<file path="src/rtl/serdes_tx_sched.sv">
// Transmit slot scheduler: feeds one byte per 8-clock slot to the serializer, sharing it between two requesters.
// Latency: a request sampled at a slot boundary edge is loaded (ser_data/ser_load/gntN) on that same edge.
// Backpressure: requesters hold req/data until gntN; enb low freezes all state and masks strobes.
//
// Ports:
//   clk, reset_L          clock (rising edge), asynchronous active-low reset
//   enb                   global enable; low holds every register, masks ser_load/gnt0/gnt1/ser_enb
//   req0/data0, req1/data1  requester byte offers; gnt0/gnt1 one-cycle consume pulses
//   ser_data, ser_load    byte and load strobe to the serializer
//   ser_enb               serializer enable
//   link_active           high once COM training has completed
//   ser_par               (only with SER_PARITY_EN defined) even parity of ser_data
//
// Optional feature macro: SER_PARITY_EN
module serdes_tx_sched #(
  parameter int          TRAIN_COM_CNT = 4,
  parameter int          SYNC_PERIOD   = 16,
  parameter logic [7:0]  COM_SYM       = 8'hBC,
  parameter logic [7:0]  IDL_SYM       = 8'h7C
) (
  input  logic       clk,
  input  logic       reset_L,
  input  logic       enb,
  input  logic       req0,
  input  logic [7:0] data0,
  input  logic       req1,
  input  logic [7:0] data1,
  output logic       gnt0,
  output logic       gnt1,
  output logic [7:0] ser_data,
  output logic       ser_load,
  output logic       ser_enb,
  output logic       link_active
`ifdef SER_PARITY_EN
  ,
  output logic       ser_par
`endif
);

  // Sync counter only needs to reach SYNC_PERIOD-1.
  localparam int SW = (SYNC_PERIOD > 1) ? $clog2(SYNC_PERIOD) : 1;
  localparam logic [SW-1:0] SYNC_LAST  = SW'(SYNC_PERIOD - 1);
  localparam logic [3:0]    TRAIN_LAST = 4'(TRAIN_COM_CNT - 1);

  typedef enum logic {TRAIN, ACTIVE} state_t;

  state_t        state, nxt_state;
  logic [2:0]    cnt;
  logic [3:0]    train_cnt, nxt_train_cnt;
  logic [SW-1:0] sync_cnt, nxt_sync_cnt;
  logic          rr_ptr, nxt_rr_ptr;
  logic [7:0]    nxt_data;
  logic          nxt_gnt0, nxt_gnt1, nxt_link;
  logic          boundary, sync_hit, pick1;

  // The boundary qualifier includes enb, so every "next" value below
  // collapses to a hold (or to zero for strobes) while disabled.
  assign boundary = enb && (cnt == 3'd7);
  assign sync_hit = (SYNC_PERIOD != 0) && (sync_cnt == SYNC_LAST);
  // Requester 1 wins when it is alone or when the pointer prefers it.
  assign pick1    = req1 && (!req0 || rr_ptr);

  always_ff @(posedge clk or negedge reset_L) begin
    if (!reset_L) state <= TRAIN;
    else          state <= nxt_state;
  end

  always_comb begin
    nxt_state     = state;
    nxt_train_cnt = train_cnt;
    nxt_sync_cnt  = sync_cnt;
    nxt_rr_ptr    = rr_ptr;
    nxt_data      = ser_data;
    nxt_gnt0      = 1'b0;
    nxt_gnt1      = 1'b0;
    nxt_link      = link_active;
    if (boundary) begin
      case (state)
        TRAIN: begin
          nxt_data      = COM_SYM;
          nxt_train_cnt = train_cnt + 4'd1;
          if (train_cnt == TRAIN_LAST) nxt_state = ACTIVE;
        end
        ACTIVE: begin
          nxt_link = 1'b1;
          if (sync_hit) begin
            nxt_data     = COM_SYM;
            nxt_sync_cnt = '0;
          end else if (req0 || req1) begin
            nxt_sync_cnt = sync_cnt + SW'(1);
            if (pick1) begin
              nxt_data   = data1;
              nxt_gnt1   = 1'b1;
              nxt_rr_ptr = 1'b0;
            end else begin
              nxt_data   = data0;
              nxt_gnt0   = 1'b1;
              nxt_rr_ptr = 1'b1;
            end
          end else begin
            nxt_data     = IDL_SYM;
            nxt_sync_cnt = sync_cnt + SW'(1);
          end
        end
        default: nxt_state = TRAIN;
      endcase
    end
  end

  always_ff @(posedge clk or negedge reset_L) begin
    if (!reset_L) begin
      cnt         <= 3'd0;
      train_cnt   <= 4'd0;
      sync_cnt    <= '0;
      rr_ptr      <= 1'b0;
      ser_data    <= 8'h00;
      ser_load    <= 1'b0;
      gnt0        <= 1'b0;
      gnt1        <= 1'b0;
      ser_enb     <= 1'b0;
      link_active <= 1'b0;
    end else begin
      if (enb) cnt <= cnt + 3'd1;
      train_cnt   <= nxt_train_cnt;
      sync_cnt    <= nxt_sync_cnt;
      rr_ptr      <= nxt_rr_ptr;
      ser_data    <= nxt_data;
      ser_load    <= boundary;
      gnt0        <= nxt_gnt0;
      gnt1        <= nxt_gnt1;
      ser_enb     <= enb;
      link_active <= nxt_link;
    end
  end

`ifdef SER_PARITY_EN
  // Ninth serial bit: even parity over the byte loaded at the same edge.
  always_ff @(posedge clk or negedge reset_L) begin
    if (!reset_L)      ser_par <= 1'b0;
    else if (boundary) ser_par <= ^nxt_data;
  end
`endif

endmodule
</file>
<file path="config.mk">
export PLATFORM = sky130hd
export DESIGN_NAME = serdes_tx_sched
export DESIGN_NICKNAME = d
export VERILOG_FILES = /design/src/rtl/serdes_tx_sched.sv
export SDC_FILE = /design/constraint.sdc
export NUM_CORES = 1
export LEC_CHECK = 0
export BUFFER_PORTS_ARGS = -buffer_cell sky130_fd_sc_hd__buf_2
export CELL_PAD_IN_SITES_DETAIL_PLACEMENT = 1
export CELL_PAD_IN_SITES_GLOBAL_PLACEMENT = 1
export CORE_ASPECT_RATIO = 0.5
export CORE_MARGIN = 2
export CORE_UTILIZATION = 38
export DETAILED_ROUTE_END_ITERATION = 12
export PLACE_DENSITY_LB_ADDON = 0.1
export REMOVE_ABC_BUFFERS = 1
export SKIP_LAST_GASP = 1
export SYNTH_ARGS = -nofsm -noshare
export SYNTH_HDL_FRONTEND = slang
export SYNTH_SLANG_ARGS = --single-unit
</file>
<file path="constraint.sdc">
create_clock -name clk -period 1.6 [get_ports clk]
set_clock_uncertainty 0.05 [all_clocks]
set_input_delay 0.32 -clock clk [delete_from_list [all_inputs] [get_ports clk]]
set_output_delay 0.32 -clock clk [all_outputs]
set_load 0.03 [all_outputs]
</file>
==> summary.md, run 1 <==
| Metric | Value |
|---|---|
| Post-Syn Area | `1130 um^2` |
| Arrival @ worst endpoint | `1.65 ns` |
| Worst vdd ir | `0.739 mV` |
| Avg WL per Cell | `13.8 um` |
| Overall die height | `42.6 um` |
| Initial core utilization | `0.417` |
| First-pass GRT wire length | `3820 um` |
| Total power draw | `2.16 mW` |
| Final layout net count | `158` |
| Hpwl dp | `1820 um` |
| RSZ-0062 raised after global routing | `yes` |
| Total global routing track utilization | `0.150` |
| Number of distinct library cell variants in the gate-level netlist after synthesis | `24` |
| Die Wd | `81.2 um` |
| Total via count in the routed design | `839` |
| Number of DRC violations after detailed routing | `0` |
| CTS Root Cell | `sky130_fd_sc_hd__clkbuf_8` |
| Antenna-violating nets left | `0` |
| Max-cap violation count | `0` |
| Via density per instance | `4.96` |
| Number of cell rows | `13` |
| Power per cell area | `1520 nW/um^2` |
| Critical Path RT | `1.71 ns` |
| Final number of max-transition violations | `0` |
| P_int | `1.37 mW` |
| Final cycle utilization of the critical path | `0.961` |
| Number of optimization iterations in the first detailed-route pass | `4` |
| Worst min-delay path class | `input pin to async pin` |
| Placer Congestion | `0.742` |
| YS warnings | `0` |
| Via count of the first global-routing pass | `832` |
| Sequential-to-total area share from yosys stat | `0.575` |
| Violated checks | `hold timing` |
| CTS H-tree lvls | `1` |
| Number of antenna violations at the first check in global routing | `0` |
| Leakage dissipation | `0.696 nW` |
| TritonCTS sink count | `26` |
| Worst-margin pin slew | `0.569 ns` |
| Clock transition at the registers of the reported paths | `0.08 ns` |
| Total of flip-flops plus latches after synthesis | `26` |
| DRC marker count from the first detailed-route iteration | `13` |
| Worst slew margin relative to its limit | `0.621` |
| Worst Hold Slack | `-0.0129 ns` |
| Antenna fix cells | `0` |
| Insertion delay of the later-clocked pin in the worst-skew pair | `0.27 ns` |
| Boundary pin count | `34` |
| CTS hold repair buffers | `0` |
| Proportion of power drawn by flip-flops and latches | `0.465` |
| Synth-to-layout area growth | `25.6%` |
| Power share of the clock group | `0.195` |
| Cts bufs inserted | `3` |
| Total wirelength of the detailed-routed design | `2340 um` |
| Switching part of the total power | `0.367` |
| Kind of capture point of the worst setup path | `register` |
| Share of power burned in combinational logic | `0.339` |
| Mean post-synth cell area | `12.0 um^2` |
| Placement-stage worst setup slack | `0.0543 ns` |
| Largest fanout on the critical path | `5` |
| Layout cell share with drive strength beyond 1 | `0.394` |
| Run status | `finished, violations left` |
| Global-route congestion overflow total | `0` |
| Final-report hold violation count | `26` |
| Number of buffers between clock root and the deepest sink | `2` |
| Type of the worst setup path | `register to register` |
| # port buffers | `33` |
| Pin count of the biggest net entering global routing | `27` |
| Critical Path Start Type | `register` |
| Minimum clock period | `1.54 ns` |
| Final worst-path setup slack | `0.0621 ns` |
| Number of standard cells after synthesis | `94` |
| Highest achievable clock rate | `650 MHz` |
| Number of failing setup endpoints in the final timing report | `0` |
| Final core occ | `0.524` |
| Total core area | `2720 um^2` |
| Total negative slack for setup checks | `0 ns` |
| Switching pwr | `0.795 mW` |
| Total Die Area | `3460 um^2` |
| Clock tree from TritonCTS | `built` |
[cell families after synthesis]
| kind of cell | after synthesis | synth area share |
|---|---|---|
| AOI/OAI and AO/OA | 18 | 0.116 |
| buffers and inverters | 1 | 0.00442 |
| adders and majority gates | 4 | 0.0442 |
| DFF | 26 | 0.575 |
| muxes | 10 | 0.0928 |
| and+or+nand+nor | 30 | 0.129 |
| xor gates and xnor gates | 5 | 0.0387 |
[cell usage after synthesis]
master,count,area (um^2)
sky130_fd_sc_hd__mux2i_1,6,60.1
sky130_fd_sc_hd__o221ai_1,1,8.76
sky130_fd_sc_hd__nand2_2,2,12.5
sky130_fd_sc_hd__ha_1,4,50.1
sky130_fd_sc_hd__nand4_1,1,6.26
sky130_fd_sc_hd__nand2_1,9,33.8
sky130_fd_sc_hd__nand3_2,1,10.0
sky130_fd_sc_hd__nor2_4,1,11.3
sky130_fd_sc_hd__a31o_4,1,17.5
sky130_fd_sc_hd__nor2_2,1,6.26
sky130_fd_sc_hd__a31oi_1,2,12.5
sky130_fd_sc_hd__clkinv_2,1,5.00
sky130_fd_sc_hd__a31oi_4,1,21.3
sky130_fd_sc_hd__nand2b_1,2,12.5
sky130_fd_sc_hd__nor2_1,9,33.8
sky130_fd_sc_hd__o31ai_1,1,7.51
sky130_fd_sc_hd__o21ai_1,5,25.0
sky130_fd_sc_hd__nand3_1,4,20.0
sky130_fd_sc_hd__xnor2_1,3,26.3
sky130_fd_sc_hd__xor2_1,2,17.5
sky130_fd_sc_hd__dfrtp_1,26,651
sky130_fd_sc_hd__a31o_2,1,8.76
sky130_fd_sc_hd__a21oi_1,6,30.0
sky130_fd_sc_hd__mux2_2,4,45.0
[flip-flops by register name, indices dropped and copies added, names as in the netlist]
name / count
ser_data: 8
sync_cnt: 4
train_cnt: 4
cnt: 3
gnt0: 1
gnt1: 1
link_active: 1
rr_ptr: 1
ser_enb: 1
ser_load: 1
state: 1
[per-layer routing]
layer	global-route usage	up-vias	part of all wire	wire, um
li1	-	410	-	-
met1	0.193	406	0.44	1030
met2	0.245	23	0.49	1140
met3	0.0539	0	0.072	169
met4	0.0305	0	0	0
met5	0	-	0	0
[power groups by stage]
stage | sequential [mW] | clock, mW | combinational [mW]
finish | 1.01 | 0.423 | 0.735
global route | 1.04 | 0.462 | 0.815
CTS | 1.00 | 0.441 | 0.731
detailed placement | 1.02 | 0 | 0.730
global placement | 1.01 | 0 | 0.710
floorplan | 1.18 | 0 | 0.315
[final cells by class]
class	count	area [um^2]
clock buffers	4	55.1
flip-flops and latches	26	651
repair buffers	34	173
inverters	1	6.26
fillers	314	1290
multi-input cells	67	492
well taps	37	46.3
[stage by stage]
step	cells	area (um^2)
5_1_grt	169	1420
3_5_place_dp	164	1340
4_1_cts	168	1400
3_3_place_gp	164	1340
2_1_floorplan	94	1130
6_report	169	1420
[worst max-delay path: stages, from the launching register on]
cell and delay (ns):
sky130_fd_sc_hd__dfrtp_1 0.37, sky130_fd_sc_hd__ha_1 0.16, sky130_fd_sc_hd__ha_2 0.22, sky130_fd_sc_hd__nand2_2 0.13
sky130_fd_sc_hd__nor2_4 0.16, sky130_fd_sc_hd__mux2_2 0.34
[cell usage in the layout, fill, tap and decap left out, types with 2 or more instances in the layout]
| cell | n |
|---|---|
| sky130_fd_sc_hd__dfrtp_1 | 26 |
| sky130_fd_sc_hd__a21oi_1 | 6 |
| sky130_fd_sc_hd__ha_1 | 3 |
| sky130_fd_sc_hd__mux2_2 | 4 |
| sky130_fd_sc_hd__nor2_4 | 2 |
| sky130_fd_sc_hd__mux2i_1 | 6 |
| sky130_fd_sc_hd__xor2_1 | 2 |
| sky130_fd_sc_hd__a31oi_1 | 2 |
| sky130_fd_sc_hd__nand2_2 | 2 |
| sky130_fd_sc_hd__nand2_1 | 9 |
| sky130_fd_sc_hd__o21ai_1 | 5 |
| sky130_fd_sc_hd__buf_2 | 33 |
| sky130_fd_sc_hd__nand3_1 | 4 |
| sky130_fd_sc_hd__nand2b_1 | 2 |
| sky130_fd_sc_hd__clkbuf_8 | 4 |
| sky130_fd_sc_hd__xnor2_1 | 3 |
| sky130_fd_sc_hd__nor2_1 | 9 |
[worst paths after layout]
kind | start | end | slack (ns) | depth (start not counted)
setup reg to reg | cnt[0]$_DFFE_PN0P_ | train_cnt[1]$_DFFE_PN0P_ | 0.06 | 5
hold / removal | reset_L | cnt[2]$_DFFE_PN0P_ | -0.01 | 1
max in group asynchronous | reset_L | ser_data[1]$_DFFE_PN0N_ | 1.14 | 1
hold reg to reg | link_active$_DFFE_PN0P_ | link_active$_DFFE_PN0P_ | 0.42 | 1
setup / recovery | cnt[0]$_DFFE_PN0P_ | train_cnt[1]$_DFFE_PN0P_ | 0.06 | 5
min in group clk | enb | ser_enb$_DFF_PN0_ | 0.22 | 1
[timing repair]
action                                  in CTS  in global routing
endpoints found under the setup margin       0                 10
gates resized for setup                      0                  4
setup buffers                                0                  1
Note: power is estimated with default switching activity, not from simulation.
==> run 2: changes to the inputs <==
--- a/config.mk
+++ b/config.mk
@@ -12,6 +12,7 @@
 export CORE_MARGIN = 2
 export CORE_UTILIZATION = 38
 export DETAILED_ROUTE_END_ITERATION = 12
+export GPL_TIMING_DRIVEN = 0
 export PLACE_DENSITY_LB_ADDON = 0.1
 export REMOVE_ABC_BUFFERS = 1
 export SKIP_LAST_GASP = 1
==> summary.md, run 2 (synthesized netlist as in run 1, its figures left out) <==
| Metric | Value |
|---|---|
| Antenna fix cells | `0 (unchanged)` |
| Total power draw | `2.20 mW (was 2.16 mW)` |
| Layout cell share with drive strength beyond 1 | `0.402 (was 0.394)` |
| Minimum clock period | `1.51 ns (was 1.54 ns)` |
| Final cycle utilization of the critical path | `0.942 (was 0.961)` |
| TritonCTS sink count | `26 (unchanged)` |
| Boundary pin count | `34 (unchanged)` |
| First-pass GRT wire length | `3930 um (was 3820 um)` |
| Total Die Area | `3460 um^2 (unchanged)` |
| Number of failing setup endpoints in the final timing report | `0 (unchanged)` |
| Total wirelength of the detailed-routed design | `2320 um (was 2340 um)` |
| Critical Path RT | `1.70 ns (was 1.71 ns)` |
| Total core area | `2720 um^2 (unchanged)` |
| Layout filler cell count | `298 (was 314)` |
| Clock transition at the registers of the reported paths | `0.09 ns (was 0.08 ns)` |
| Type of the worst setup path | `register to register (unchanged)` |
| Worst slew margin relative to its limit | `0.615 (was 0.621)` |
| # port buffers | `33 (unchanged)` |
| Commonest cells after routing, fill and taps aside | `sky130_fd_sc_hd__buf_2 (33), sky130_fd_sc_hd__dfrtp_1 (26), sky130_fd_sc_hd__nor2_1 (9), sky130_fd_sc_hd__nand2_1 (9) (unchanged)` |
| Worst min-delay path class | `input pin to async pin (unchanged)` |
| CTS Root Cell | `sky130_fd_sc_hd__clkbuf_8 (unchanged)` |
| Synth-to-layout area growth | `27.5% (was 25.6%)` |
| Biggest registers after layout | `ser_data (8), sync_cnt (4), train_cnt (4) (unchanged)` |
| Hpwl dp | `1780 um (was 1820 um)` |
| Final layout net count | `158 (unchanged)` |
| Overall die height | `42.6 um (unchanged)` |
| Number of buffers between clock root and the deepest sink | `2 (unchanged)` |
| Cell-by-cell listing of the critical path | `ha_1 -> ha_4 -> nand3_4 -> a31o_4 -> nor2_4 -> a21oi_1 (was ha_1 -> ha_2 -> nand2_2 -> nor2_4 -> mux2_2)` |
| Cts bufs inserted | `3 (unchanged)` |
| Total placed instance area | `1340 um^2 (unchanged)` |
| Flip-flop count of the largest register after layout | `8 (unchanged)` |
| Die Wd | `81.2 um (unchanged)` |
| Global-route congestion overflow total | `0 (unchanged)` |
| Avg WL per Cell | `13.7 um (was 13.8 um)` |
| Insertion delay of the later-clocked pin in the worst-skew pair | `0.27 ns (about the same)` |
| CTS H-tree lvls | `1 (unchanged)` |
| Highest-delay cell along the critical path | `sky130_fd_sc_hd__dfrtp_1 (unchanged)` |
| Delay of the slowest cell on the worst path | `0.37 ns (about the same)` |
| Power per cell area | `1520 nW/um^2 (about the same)` |
| Antenna-violating nets left | `0 (unchanged)` |
| Via count of the first global-routing pass | `889 (was 832)` |
| Final core occ | `0.532 (was 0.524)` |
| Clock tree from TritonCTS | `built (unchanged)` |
| Run status | `finished, violations left (unchanged)` |
| Total via count in the routed design | `848 (was 839)` |
| Final-report hold violation count | `26 (unchanged)` |
| Initial core utilization | `0.417 (unchanged)` |
| Pin count of the biggest net entering global routing | `27 (unchanged)` |
| Cell total after placement | `164 (unchanged)` |
| Final number of max-transition violations | `0 (unchanged)` |
| Footprint of the multi-input gates | `510 um^2 (was 492 um^2)` |
| Number of DRC violations after detailed routing | `0 (unchanged)` |
| Final standard cell area without fillers | `1440 um^2 (was 1420 um^2)` |
| Max-cap violation count | `0 (unchanged)` |
| Total negative slack for setup checks | `0 ns (unchanged)` |
| Highest achievable clock rate | `663 MHz (was 650 MHz)` |
| Number of optimization iterations in the first detailed-route pass | `3 (was 4)` |
| Worst-margin pin slew | `0.578 ns (was 0.569 ns)` |
| Violated checks | `hold timing (unchanged)` |
| Total global routing track utilization | `0.151 (was 0.150)` |
| Critical Path Start Type | `register (unchanged)` |
| Leakage dissipation | `0.704 nW (was 0.696 nW)` |
| Via density per instance | `5.02 (was 4.96)` |
| Most common cell after layout, fill and taps aside | `sky130_fd_sc_hd__buf_2 (unchanged)` |
| Top register by number of flip-flops | `ser_data (unchanged)` |
| Kind of capture point of the worst setup path | `register (unchanged)` |
| Arrival @ worst endpoint | `1.61 ns (was 1.65 ns)` |
| DRC marker count from the first detailed-route iteration | `32 (was 13)` |
| Number of cell rows | `13 (unchanged)` |
| Worst vdd ir | `0.820 mV (was 0.739 mV)` |
| Worst Hold Slack | `-0.0106 ns (was -0.0129 ns)` |
| Sequential cell area | `651 um^2 (unchanged)` |
| Post-route insts no fill | `169 (unchanged)` |
| Largest fanout on the critical path | `5 (unchanged)` |
| RSZ-0062 raised after global routing | `no (was yes)` |
| Number of antenna violations at the first check in global routing | `0 (unchanged)` |
| CTS hold repair buffers | `0 (unchanged)` |
| Placer Congestion | `0.669 (was 0.742)` |
[run 2: metrics by stage]
stage	hold WS [ns]	setup WS, ns
5_1_grt	0.0345	0.0117
2_1_floorplan	-0.0256	0.178
3_5_place_dp	0.308	0.0144
4_1_cts	0.0119	0.00511
3_3_place_gp	0.302	0.0563
6_report	-0.0106	0.0926
[run 2: layout make-up]
cell class              instances  share of cell area
multi-input cells              67               0.354
well taps                      37              0.0321
clock buffers                   4              0.0381
flip-flops and latches         26               0.451
inverters                       1             0.00607
repair buffers                 34               0.120
[run 2: worst max-delay path: cells and delay by family (launching register included)]
| family | cells | cell delay, ns |
|---|---|---|
| AO/OA/AOI/OAI | 2 | 0.34 |
| adder cells (fa/ha/maj) | 2 | 0.37 |
| flip-flops | 1 | 0.37 |
| AND/OR/NAND/NOR | 2 | 0.25 |
[run 2: final timing paths]
kind	from	end	slack (ns)	cells after the start
max	cnt[0]$_DFFE_PN0P_	ser_data[5]$_DFFE_PN0N_	0.09	6
min	reset_L	cnt[0]$_DFFE_PN0P_	-0.01	1
max reg2reg	cnt[0]$_DFFE_PN0P_	ser_data[5]$_DFFE_PN0N_	0.09	6
min reg2reg	train_cnt[3]$_DFFE_PN0P_	train_cnt[3]$_DFFE_PN0P_	0.42	1
max in group asynchronous	reset_L	train_cnt[3]$_DFFE_PN0P_	1.13	1
min in group clk	enb	ser_enb$_DFF_PN0_	0.23	1
[run 2: where the power goes]
part           switching (mW)  internal [mW]
clock network           0.198          0.220
registers               0.159          0.861
logic                   0.453          0.305
total                   0.810           1.39
[run 2: timing repair]
action | in CTS | in global routing
pin swaps | 0 | 0
gates cloned | 0 | 0
setup endpoints to repair | 2 | 14
buffers inserted | 1 | 0
gates resized for setup | 0 | 8
[run 2: metal layers]
| metal | track usage | wire, um |
|---|---|---|
| met1 | 0.192 | 1120 |
| met2 | 0.258 | 1050 |
| met3 | 0.0517 | 150 |
| met4 | 0.0203 | 0 |
| met5 | 0 | 0 |
==> run 3: changes to the inputs <==
--- a/config.mk
+++ b/config.mk
@@ -9,7 +9,6 @@
 export CELL_PAD_IN_SITES_DETAIL_PLACEMENT = 1
 export CELL_PAD_IN_SITES_GLOBAL_PLACEMENT = 1
 export CORE_ASPECT_RATIO = 0.5
-export CORE_MARGIN = 2
 export CORE_UTILIZATION = 38
 export DETAILED_ROUTE_END_ITERATION = 12
 export GPL_TIMING_DRIVEN = 0
==> constraint.sdc (replaced) <==
create_clock -name clk -period 1.7 [get_ports clk]
set_clock_uncertainty 0.05 [all_clocks]
set_input_delay 0.34 -clock clk [delete_from_list [all_inputs] [get_ports clk]]
set_output_delay 0.34 -clock clk [all_outputs]
set_load 0.03 [all_outputs]
==> summary.md, run 3 (synthesized netlist as in run 1, its figures left out) <==
| Metric | Value |
|---|---|
| Run status | `completed (was finished, violations left)` |
| Final-report hold violation count | `0 (was 26)` |
| R2R Path End | `train_cnt[1]$_DFFE_PN0P_ (was ser_data[5]$_DFFE_PN0N_)` |
| Final number of max-transition violations | `0 (unchanged)` |
| Worst min-delay path class | `input pin to async pin (unchanged)` |
| Via count of the first global-routing pass | `863 (was 889)` |
| Number of gates resized after cts | `0 (unchanged)` |
| Worst-margin pin slew | `0.581 ns (was 0.578 ns)` |
| Total wirelength of the detailed-routed design | `2310 um (was 2320 um)` |
| Flip-flop count of the largest register after layout | `8 (unchanged)` |
| Total negative slack for setup checks | `0 ns (unchanged)` |
| Antenna fix cells | `0 (unchanged)` |
| Clock tree from TritonCTS | `built (unchanged)` |
| Worst vdd ir | `0.760 mV (was 0.820 mV)` |
| Startpoint of the most critical register-to-register path | `cnt[0]$_DFFE_PN0P_ (unchanged)` |
| Proportion of power drawn by flip-flops and latches | `0.481 (was 0.464)` |
| Cts bufs inserted | `3 (unchanged)` |
| Total via count in the routed design | `845 (was 848)` |
| Most common cell after layout, fill and taps aside | `sky130_fd_sc_hd__buf_2 (unchanged)` |
| Overall die height | `40.6 um (was 42.6 um)` |
| Final cycle utilization of the critical path | `0.923 (was 0.942)` |
| Number of failing setup endpoints in the final timing report | `0 (unchanged)` |
| Antenna-violating nets left | `0 (unchanged)` |
| Biggest registers after layout | `ser_data (8), sync_cnt (4), train_cnt (4) (unchanged)` |
| Final layout net count | `157 (was 158)` |
| Initial core utilization | `0.417 (unchanged)` |
| Busiest layer in global routing | `met2 (unchanged)` |
| Type of the worst setup path | `register to register (unchanged)` |
| Pin count of the biggest net entering global routing | `27 (unchanged)` |
| CTS H-tree lvls | `1 (unchanged)` |
| Insertion delay of the later-clocked pin in the worst-skew pair | `0.27 ns (about the same)` |
| Total power draw | `1.96 mW (was 2.20 mW)` |
| RSZ-0062 raised after global routing | `yes (was no)` |
| Synth-to-layout area growth | `22.3% (was 27.5%)` |
| CTS Root Cell | `sky130_fd_sc_hd__clkbuf_8 (unchanged)` |
| Total global routing track utilization | `0.173 (was 0.151)` |
| Arrival @ worst endpoint | `1.68 ns (was 1.61 ns)` |
| Kind of capture point of the worst setup path | `register (unchanged)` |
| Layout cell share with drive strength beyond 1 | `0.377 (was 0.402)` |
| Boundary pin count | `34 (unchanged)` |
| Placer Congestion | `0.665 (was 0.669)` |
| Max-cap violation count | `0 (unchanged)` |
| Worst slew margin relative to its limit | `0.613 (was 0.615)` |
| # port buffers | `33 (unchanged)` |
| Minimum clock period | `1.57 ns (was 1.51 ns)` |
| Number of DRC violations after detailed routing | `0 (unchanged)` |
| Total Die Area | `3220 um^2 (was 3460 um^2)` |
| Number of post-CTS setup repair buffers | `0 (was 1)` |
| Share of power burned in combinational logic | `0.342 (was 0.345)` |
| Number of cell rows | `13 (unchanged)` |
| Placement-stage worst setup slack | `0.108 ns (was 0.0144 ns)` |
| Total core area | `2720 um^2 (unchanged)` |
| Global routing met2 resource utilization | `0.310 (was 0.258)` |
| TritonCTS sink count | `26 (unchanged)` |
| Worst reg2reg path depth | `5 (was 6)` |
| Total placed instance area | `1340 um^2 (unchanged)` |
| Switching part of the total power | `0.373 (was 0.369)` |
| Power per cell area | `1420 nW/um^2 (was 1520 nW/um^2)` |
| Hpwl dp | `1780 um (about the same)` |
| P_int | `1.23 mW (was 1.39 mW)` |
| Post-route insts no fill | `167 (was 169)` |
| DRC marker count from the first detailed-route iteration | `19 (was 32)` |
| Global-route congestion overflow total | `0 (unchanged)` |
| Switching pwr | `0.732 mW (was 0.810 mW)` |
| Number of antenna violations at the first check in global routing | `0 (unchanged)` |
| Final worst-path setup slack | `0.131 ns (was 0.0926 ns)` |
| Power share of the clock group | `0.177 (was 0.190)` |
| Via density per instance | `5.06 (was 5.02)` |
| Critical Path Start Type | `register (unchanged)` |
| CTS hold repair buffers | `0 (unchanged)` |
| Avg WL per Cell | `13.8 um (was 13.7 um)` |
| Final core occ | `0.510 (was 0.532)` |
| Cell total after placement | `164 (unchanged)` |
| Top register by number of flip-flops | `ser_data (unchanged)` |
| Global-route track usage on met1 | `0.204 (was 0.192)` |
| Number of optimization iterations in the first detailed-route pass | `4 (was 3)` |
| Highest achievable clock rate | `637 MHz (was 663 MHz)` |
| Number of buffers between clock root and the deepest sink | `2 (unchanged)` |
| Worst Hold Slack | `0.0131 ns (was -0.0106 ns)` |
| Leakage dissipation | `0.684 nW (was 0.704 nW)` |
| Clock transition at the registers of the reported paths | `0.08 ns (was 0.09 ns)` |
| First-pass GRT wire length | `3980 um (was 3930 um)` |
| Die Wd | `79.2 um (was 81.2 um)` |
| Final standard cell area without fillers | `1390 um^2 (was 1440 um^2)` |
| Largest fanout on the critical path | `5 (unchanged)` |
| GR met3 Demand/Resource | `0.0659 (was 0.0517)` |
| Critical Path RT | `1.81 ns (was 1.70 ns)` |
| Slack of the worst reg-to-reg path | `0.13 ns (was 0.09 ns)` |
| Commonest cells after routing, fill and taps aside | `sky130_fd_sc_hd__buf_2 (33), sky130_fd_sc_hd__dfrtp_1 (26), sky130_fd_sc_hd__nor2_1 (9), sky130_fd_sc_hd__nand2_1 (9) (unchanged)` |
[run 3: final cells by class]
class | instances | area, um^2
inverter | 1 | 5.00
clock buffer | 3 | 41.3
fill | 322 | 1330
timing repair buffer | 33 | 165
sequential | 26 | 651
multi-input combinational | 67 | 477
tap | 37 | 46.3
[run 3: critical path, stage by stage (launching register included)]
cell                      delay (ns)
sky130_fd_sc_hd__dfrtp_1        0.37
sky130_fd_sc_hd__ha_1           0.16
sky130_fd_sc_hd__ha_1           0.19
sky130_fd_sc_hd__nand2_2        0.12
sky130_fd_sc_hd__nor2_2         0.20
sky130_fd_sc_hd__mux2_2         0.36
[run 3: worst max path at each step]
stage          cells past startpoint               start                       end
2_1_floorplan                      5  cnt[0]$_DFFE_PN0P_  train_cnt[1]$_DFFE_PN0P_
3_3_place_gp                       6  cnt[0]$_DFFE_PN0P_   ser_data[0]$_DFFE_PN0N_
3_5_place_dp                       5  cnt[0]$_DFFE_PN0P_  train_cnt[1]$_DFFE_PN0P_
4_1_cts                            5  cnt[0]$_DFFE_PN0P_  train_cnt[1]$_DFFE_PN0P_
5_1_grt                            6  cnt[0]$_DFFE_PN0P_   ser_data[0]$_DFFE_PN0N_
6_report                           5  cnt[0]$_DFFE_PN0P_  train_cnt[1]$_DFFE_PN0P_
[run 3: power by group through the flow]
stage / logic [mW] / registers, mW / clock network [mW]
floorplan: 0.296 / 1.11 / 0
finish: 0.671 / 0.944 / 0.347
global route: 0.756 / 0.977 / 0.384
detailed placement: 0.683 / 0.959 / 0
CTS: 0.687 / 0.948 / 0.355
global placement: 0.657 / 0.945 / 0
[run 3: per-layer routing]
layer  vias to the layer above  part of all wire
met5                         -                 0
met4                         0            0.0035
met3                         2             0.071
met2                        24              0.46
met1                       415              0.46
li1                        404                 -
